## src/rtl/serial_receiver_if.sv

```systemverilog
// Handshake bundle between the serial receiver and the logic that drives
// its line and consumes its bytes. DEPTH must match the receiver instance.
interface serial_receiver_if #(
    parameter int DEPTH = 4
) ();
    localparam int CW = $clog2(DEPTH) + 1;

    logic          rx;         // idle-high serial line
    logic          rd;         // pop strobe
    logic [7:0]    byte_out;   // FIFO head, 8'h00 when empty
    logic          valid;      // FIFO not empty
    logic [CW-1:0] count;      // FIFO occupancy
    logic          busy;       // frame in progress
    logic          frame_err;  // one-cycle pulse on a bad stop bit
    logic          overrun;    // one-cycle pulse on a dropped good byte

    modport master (
        output rx, rd,
        input  byte_out, valid, count, busy, frame_err, overrun
    );

    modport slave (
        input  rx, rd,
        output byte_out, valid, count, busy, frame_err, overrun
    );
endinterface

```

## src/rtl/serial_receiver.sv

```systemverilog
// Single-clock deserialiser: start bit, 8 data bits LSB first, stop bit,
// one bit per clock. Good bytes land in a show-ahead FIFO of DEPTH entries
// (power of two, >= 2). HUNT waits for an idle line so that a reset released
// mid-frame cannot be mistaken for a start bit.
module serial_receiver #(
    parameter int DEPTH = 4
) (
    input  logic              clk,
    input  logic              reset,   // asynchronous, active-low
    serial_receiver_if.slave  bus
);
    localparam int AW = $clog2(DEPTH);
    localparam int CW = AW + 1;

    typedef enum logic [1:0] {
        HUNT,
        IDLE,
        DATA,
        STOP
    } state_t;

    state_t        state_q;
    logic [2:0]    bit_cnt_q;
    logic [7:0]    shift_q;
    logic          frame_err_q;
    logic          overrun_q;

    logic [7:0]    mem_q [DEPTH];
    logic [AW-1:0] wr_ptr_q;
    logic [AW-1:0] rd_ptr_q;
    logic [CW-1:0] count_q;
    logic [CW-1:0] count_d;

    logic          full;
    logic          not_empty;
    logic          pop;
    logic          good_byte;
    logic          push;

    // Push/pop qualification and next occupancy, decoded from registers and the strobes.
    // NOTE: every signal gets a default at the top of the block, so no path leaves it unassigned and no latch is inferred.
    always_comb begin
        full      = (count_q == CW'(DEPTH));
        not_empty = (count_q != '0);
        pop       = bus.rd && not_empty;
        good_byte = (state_q == STOP) && bus.rx;
        push      = good_byte && (!full || pop);
        count_d   = count_q;
        if (push && !pop) begin
            count_d = count_q + CW'(1);
        end else if (pop && !push) begin
            count_d = count_q - CW'(1);
        end
    end

    // Frame FSM with registered error/overrun pulses.
    // NOTE: state uses non-blocking assignments so every branch reads the pre-edge values, regardless of statement order.
    always_ff @(posedge clk or negedge reset) begin
        if (!reset) begin
            state_q     <= HUNT;
            bit_cnt_q   <= 3'd0;
            shift_q     <= 8'h00;
            frame_err_q <= 1'b0;
            overrun_q   <= 1'b0;
        end else begin
            frame_err_q <= 1'b0;
            overrun_q   <= 1'b0;
            case (state_q)
                HUNT: begin
                    if (bus.rx) begin
                        state_q <= IDLE;
                    end
                end
                IDLE: begin
                    if (!bus.rx) begin
                        state_q   <= DATA;
                        bit_cnt_q <= 3'd0;
                    end
                end
                DATA: begin
                    shift_q[bit_cnt_q] <= bus.rx;
                    if (bit_cnt_q == 3'd7) begin
                        state_q <= STOP;
                    end else begin
                        bit_cnt_q <= bit_cnt_q + 3'd1;
                    end
                end
                STOP: begin
                    if (bus.rx) begin
                        overrun_q <= !push;
                        state_q   <= IDLE;
                    end else begin
                        frame_err_q <= 1'b1;
                        state_q     <= HUNT;
                    end
                end
                default: state_q <= HUNT;
            endcase
        end
    end

    // FIFO pointers and occupancy.
    always_ff @(posedge clk or negedge reset) begin
        if (!reset) begin
            wr_ptr_q <= '0;
            rd_ptr_q <= '0;
            count_q  <= '0;
        end else begin
            if (push) begin
                wr_ptr_q <= wr_ptr_q + AW'(1);
            end
            if (pop) begin
                rd_ptr_q <= rd_ptr_q + AW'(1);
            end
            count_q <= count_d;
        end
    end

    // FIFO storage write.
    // NOTE: storage has no reset; byte_out is forced to 8'h00 while empty, so stale contents never reach the output.
    always_ff @(posedge clk) begin
        if (push) begin
            mem_q[wr_ptr_q] <= shift_q;
        end
    end

    assign bus.valid     = not_empty;
    assign bus.count     = count_q;
    assign bus.byte_out  = not_empty ? mem_q[rd_ptr_q] : 8'h00;
    assign bus.busy      = (state_q == DATA) || (state_q == STOP);
    assign bus.frame_err = frame_err_q;
    assign bus.overrun   = overrun_q;
endmodule

```

## src/flat_wrapper.sv

```systemverilog
// flat-port wrapper written by rule: the top's interface ports become plain ports
module serial_receiver_flat 
#(
    parameter int DEPTH = 4
)
  (clk, reset, bus_rx, bus_rd, bus_byte_out, bus_valid, bus_count, bus_busy, bus_frame_err, bus_overrun);
  serial_receiver_if #(.DEPTH(DEPTH)) bus_i ();
  input  logic clk;
  input  logic reset;
  input wire logic [$bits(bus_i.rx)-1:0] bus_rx;
  input wire logic [$bits(bus_i.rd)-1:0] bus_rd;
  output wire logic [$bits(bus_i.byte_out)-1:0] bus_byte_out;
  output wire logic [$bits(bus_i.valid)-1:0] bus_valid;
  output wire logic [$bits(bus_i.count)-1:0] bus_count;
  output wire logic [$bits(bus_i.busy)-1:0] bus_busy;
  output wire logic [$bits(bus_i.frame_err)-1:0] bus_frame_err;
  output wire logic [$bits(bus_i.overrun)-1:0] bus_overrun;
  assign bus_i.rx = bus_rx;
  assign bus_i.rd = bus_rd;
  assign bus_byte_out = bus_i.byte_out;
  assign bus_valid = bus_i.valid;
  assign bus_count = bus_i.count;
  assign bus_busy = bus_i.busy;
  assign bus_frame_err = bus_i.frame_err;
  assign bus_overrun = bus_i.overrun;
  serial_receiver #(.DEPTH(DEPTH)) u_core (.clk(clk), .reset(reset), .bus(bus_i));
endmodule
```

## config.mk

```make
export PLATFORM = sky130hd
export DESIGN_NAME = serial_receiver_flat
export DESIGN_NICKNAME = d
export VERILOG_FILES = /design/src/rtl/serial_receiver_if.sv /design/src/rtl/serial_receiver.sv /design/src/flat_wrapper.sv
export SDC_FILE = /design/constraint.sdc
export NUM_CORES = 1
export LEC_CHECK = 0
export CAP_MARGIN = 5
export CORE_MARGIN = 2
export CORE_UTILIZATION = 52
export CTS_BUF_LIST = sky130_fd_sc_hd__clkbuf_16
export DETAILED_ROUTE_END_ITERATION = 16
export HOLD_SLACK_MARGIN = 0.1
export PLACE_DENSITY = 0.85
export SLEW_MARGIN = 20
export SYNTH_ARGS = -nofsm -noshare
export SYNTH_HDL_FRONTEND = slang
export SYNTH_SLANG_ARGS = --single-unit
```

## constraint.sdc

```tcl
create_clock -name clk -period 2.1 [get_ports clk]
set_clock_uncertainty 0.15 [all_clocks]
set_input_delay 0.42 -clock clk [delete_from_list [all_inputs] [get_ports clk]]
set_output_delay 0.42 -clock clk [all_outputs]
set_load 0.005 [all_outputs]
```

After elaboration in Yosys (flattened, before gate mapping)
Memories as Yosys holds them, arrays and structs flattened.
Index checks and enable logic that the tools add are counted.
- add/subtract/negate cells: 5
- order comparisons: 2
- equal/unequal tests: 9
- multiplexer cells: 20
- reduce and logical (&&, ||, !) cells: 17
- operators by type and width (operator ; count):
    3-bit 2-to-1 mux ; 4
    8-bit bitwise mux ; 1
    1-bit 2-to-1 mux ; 8
    8-bit 2-to-1 mux ; 1
    2-bit case mux with 4 select lines ; 1
    3-bit by 1-bit adder with 3-bit output, second input constant ; 2
    3-bit == test, second input constant ; 2
    1-bit logical AND ; 6
    2-bit 2-to-1 mux ; 3
    2-bit inequality test, second input constant ; 3
    3-bit case mux with 2 select lines ; 1
    3-bit AND reduction ; 2
    2-bit by 1-bit adder with 2-bit output, second input constant ; 2
    2-bit == test, second input constant ; 2
    3-bit by 4-bit < comparator with 1-bit output, second input constant ; 1
    2-bit nonzero test ; 2
    1-bit demux with 3-bit select ; 1
    3-bit by 1-bit greater-or-equal comparator with 1-bit output, second input constant ; 1
    1-bit zero test ; 3
    3-bit nonzero test ; 1
    3-bit by 1-bit subtractor with 3-bit output, second input constant ; 1
    2-bit by 1-bit == test with 1-bit output, second input constant ; 1
    2-bit zero test ; 1
    1-bit logical OR ; 2
    2-bit by 1-bit inequality test with 1-bit output, second input constant ; 1
- bits in registers: 22
- bits in writable memories: 32
- output and inout port bits: 15
- memories kept: 1
- memory list (memory ; depth ; bits a word ; rd ports ; clocked after memory_dff ; write ports ; line ; RTL):
    u_core.mem_q ; 4 ; 8 ; 1 ; 0 ; 1 ; serial_receiver.sv:28 ; logic [7:0] mem_q [DEPTH];

Logic depth before layout (Yosys ltp)
- depth after elaboration: 8
- gate-level depth with buffers: 9
- gate-level depth less buffers: 9

Worst setup path after synthesis
Ideal clock, no wire load.
- path type: reg-to-reg
- start: register u_core.count_q[0] (netlist: u_core.bus.count[0])
- end: register u_core.count_q[2] (netlist: u_core.bus.count[2])
- setup time: 79 ps
- arrival: 1943 ps
- setup slack: -72 ps
- stages on the path, launching flop included: 9
- buffers on the path: 0
- period minus slack after synthesis: 2172 ps
- path through: dfrtp_1 -> or3_1 -> nand2_1 -> ha_1 -> inv_1 -> fa_1 -> xor2_1 -> nor2_1 -> xor2_1
- word-level cells in the longest chain between the ends: 7
- elaborated cells between the ends (all ways): 15
- those cells by class: 2 x add/sub; 1 x eq/ne; 2 x mux; 10 x reduce/logical
- ends and longest elaborated chain (element ; line ; RTL):
    from (decl) ; serial_receiver.sv:31 ; logic [CW-1:0] count_q;
    from (signal assigned) ; serial_receiver.sv:115 ; count_q <= count_d;
    branches (longest 7 deep; another with 3-bit by 1-bit subtractor with 3-bit output) ; n/a ;
Several ways; the timed one is not identified. The select of a mux whose other input is x is not followed.
A chain may end at the register's enable or synchronous reset.

Worst setup path in the final report
- start: register u_core.rd_ptr_q[0]
- end: output port bus_byte_out[5]
- word-level cells in the longest chain between the ends: 2
- ends and longest elaborated chain (element ; line ; RTL):
    from (decl) ; serial_receiver.sv:30 ; logic [AW-1:0] rd_ptr_q;
    from (signal assigned) ; serial_receiver.sv:113 ; rd_ptr_q <= rd_ptr_q + AW'(1);
    memory read 4 x 8 bit ; n/a ;
    8-bit 2-to-1 mux ; serial_receiver.sv:129 ; assign bus.byte_out = not_empty ? mem_q[rd_ptr_q] : 8'h00;
    to (decl) ; flat_wrapper.sv:12 ; output wire logic [$bits(bus_i.byte_out)-1:0] bus_byte_out;
Every way passes these cells.

==> impl_results.md <==
- Post-synth top cells: edfxtp_1 (32), dfrtp_1 (22), and2_1 (12), ha_1 (12), mux4_2 (8)
- Xor and xnor area share after synthesis: 0.0216
- Syn_nets: 169
- DRT iter0 DRCs: 102
- Share of synthesized registers carrying an async set or reset: 0.407
- Clock root cell: clkbuf_16
- Synth Warn #: 0
- Final worst slack: -0.0833 ns
- Count leader, synth: edfxtp_1
- Nets: 216
- Crit path max fanout: 5
- Average vias per placed instance: 5.52
- Max clock buf depth: 2
- Initial antenna violation count: 0
- HPWL after DPL: 3020 µm
- Post-route insts no fill: 252
- Synthesized cell area: 0.00244 mm²
- Slew headroom: 0.719
- Max-slew violation count: 0
- DRC Markers: 0
- Congestion Overflow GR: 0
- HP Class: in -> async
- CP startpoint kind: flop
- CP Capture Type: output port
- R2R Path End: u_core.bus.count[1]$_DFFE_PN0P_
- Total power: 4510 µW
- Leading area contributor after synthesis: edfxtp_1
- RSZ-0062 raised after global routing: yes
- Worst flop-to-flop path startpoint: u_core.bus.count[1]$_DFFE_PN0P_
- TritonCTS buffer count: 5
- Min Tclk post-route: 2.18 ns
- RePlAce Congestion: 0.759
- Placement Cell Area: 0.00285 mm²
- Simple-gate share of the synthesized area: 0.0966
- Chip width: 72.4 µm
- Antenna diode count: 0
- Synth Instances: 152
- Crit path arrival time: 1.61 ns
- Final setup violation count: 10
- CTS H-tree lvls: 2
- Cell area after layout: 0.00314 mm²
- Failing checks: setup timing
- Main combinational cell family by area after synthesis: multiplexers
- WP data required: 1.53 ns
- Seq cells post-synth: 54
- WS Path Type: reg -> out
- Detailed Route WL: 4480 µm
- Vias: 1390
- IO buf count: 18
- Power Density: 1440 mW/mm²
- Run status: complete, but fails checks
- Routed Antenna Nets: 0
- Seq/Total Area, Yosys: 0.620
- Post-synthesis mux area share: 0.130
- Number of max-cap violations: 0
- WL/cell: 17.8 µm
- Area Overhead vs Synth: 28.7%
- Initial Utilization: 0.548
- Placed Cells: 232
- Adder-cell share of the synthesized area: 0.0699
- Die area: 0.00525 mm²
- Synth area leaders: edfxtp_1 (39%), dfrtp_1 (23%), mux4_2 (7.4%)
- I/O pin count: 19
- Post-cts hold buffer count: 0
- Row count: 24
- Worst r2r path cells: 7
- Total GRT Usage: 0.196
- Final period util: 1.04
- Peak supply drop: 0.636 mV
- Syn avg cell area: 16.0 µm²
- Top cell type's share of synthesized area: 0.394
- Final Hold Fails: 0
- Clock Sinks: 54
- Lkg Pwr: 0.00127 µW
- Post-synthesis compound-gate area fraction: 0.0344
- Count of cell types in the netlist: 38
- Largest net degree at the start of global routing: 23
- Clock insertion delay at the later pin of the skew report: 0.29 ns
- Fmax: 458 MHz
- Worst R2R Setup Slack: -0.07 ns
- Core Region: 0.00444 mm²
- Worst-Margin Slew: 0.421 ns
- Drt pass-1 iters: 4
- EDFF count, synth: 32
- Layout cells sized above 1: 0.390
- CTS tree: done
- Fillers: 289
- Worst-path clk slew: 0.07 ns
- Die height: 72.4 µm
- Vias in the first global route: 1508
- Top_reg_cell synth: edfxtp_1
- First-pass GRT wire length: 7510 µm
==> area by class of cell <==
class | count | area (µm²) | share of cell area
sequential | 54 | 1510 | 0.482
timing repair buffer | 47 | 450 | 0.144
multi-input combinational | 86 | 916 | 0.292
inverter | 5 | 18.8 | 0.00599
tap | 52 | 65.1 | 0.0208
clock buffer | 5 | 125 | 0.0399
clock inverter | 3 | 47.5 | 0.0152
==> logic make-up (layout without fill, tap and decap cells) <==
logic type | Yosys count | in the layout
AOI/OAI and AO/OA | 11 | 11
buffers and inverters | 12 | 60
adders and majority gates | 13 | 13
and+or+nand+nor | 36 | 36
muxes | 20 | 20
xor gates and xnor gates | 6 | 6
DFF | 54 | 54
==> stage by stage <==
| step | worst slack, ns | utilization | TNS [ns] | hold WS (ns) |
|---|---|---|---|---|
| final | -0.0833 | 0.706 | -0.610 | 0.326 |
| after global routing | -0.147 | 0.706 | -1.23 | 0.352 |
| after CTS | -0.118 | 0.706 | -0.876 | 0.333 |
| after detailed placement | -0.474 | 0.642 | -6.39 | 0.360 |
| after global placement | -0.341 | 0.642 | -2.77 | 0.340 |
| after floorplan | 0.0317 | - | 0 | -0.0256 |
==> timing repair <==
item | CTS | global route
gates cloned | 1 | 0
gates resized for setup | 50 | 6
pin swaps | 13 | 8
buffers inserted | 10 | 3
endpoints found under the setup margin | 12 | 11
==> registers in the layout (all words and copies together), names as in the netlist <==
register and flops:
u_core.bit_cnt_q 3, u_core.bus.overrun 1, u_core.state_q 2, u_core.wr_ptr_q 2
u_core.bus.count 3, u_core.mem_q 32, u_core.rd_ptr_q 2, u_core.shift_q 8
u_core.bus.frame_err 1
==> cells in the final DEF (no fill, tap or decap), types with 2 or more instances in the layout <==
master	count
buf_12	4
inv_1	3
nand2_1	3
xor2_1	2
a21oi_1	2
a22o_1	5
clkdlybuf4s50_1	7
inv_2	2
edfxtp_1	32
nor2_1	3
ha_1	9
nand2b_1	2
nor3b_1	3
mux2_2	3
and2_4	6
mux4_2	8
xnor2_1	4
mux2_1	6
mux2_4	2
buf_4	21
nand4b_1	2
buf_6	9
and2_1	6
buf_2	3
dlygate4sd2_1	3
clkbuf_16	5
dfrtp_1	21
ha_2	2
==> worst max-delay path by stage <==
stage | startpoint | endpoint | slack [ns] | depth (start not counted)
detailed placement | bus_rd | u_core.bus.count[1]$_DFFE_PN0P_ | -0.47 | 7
CTS | u_core.rd_ptr_q[0]$_DFFE_PN0P_ | bus_byte_out[5] | -0.12 | 5
floorplan | u_core.bus.count[0]$_DFFE_PN0P_ | u_core.bus.count[2]$_DFFE_PN0P_ | 0.03 | 8
global placement | bus_rd | u_core.bus.count[1]$_DFFE_PN0P_ | -0.34 | 7
finish | u_core.rd_ptr_q[0]$_DFFE_PN0P_ | bus_byte_out[5] | -0.08 | 4
global route | u_core.rd_ptr_q[0]$_DFFE_PN0P_ | bus_byte_out[6] | -0.15 | 4
==> layer usage <==
layer / global-route usage / vias up / share of wire
li1: - / 656 / -
met4: 0.0905 / 0 / 0.021
met1: 0.238 / 705 / 0.42
met5: 0 / - / 0
met2: 0.329 / 20 / 0.52
met3: 0.0486 / 9 / 0.032
==> worst max-delay path, cell delays in order (launching register included) <==
cell     delay, ns
dfrtp_1       0.40
buf_6         0.16
mux4_2        0.50
and2_4        0.15
buf_6         0.11
==> report_power, final <==
group	internal (µW)	switching [µW]	leakage, µW
Clock	569	372	0.0000844
Sequential	1420	248	0.000561
Combinational	1170	730	0.000620
Total	3160	1350	0.00127
No activity file was read; power rests on OpenSTA's default activity.
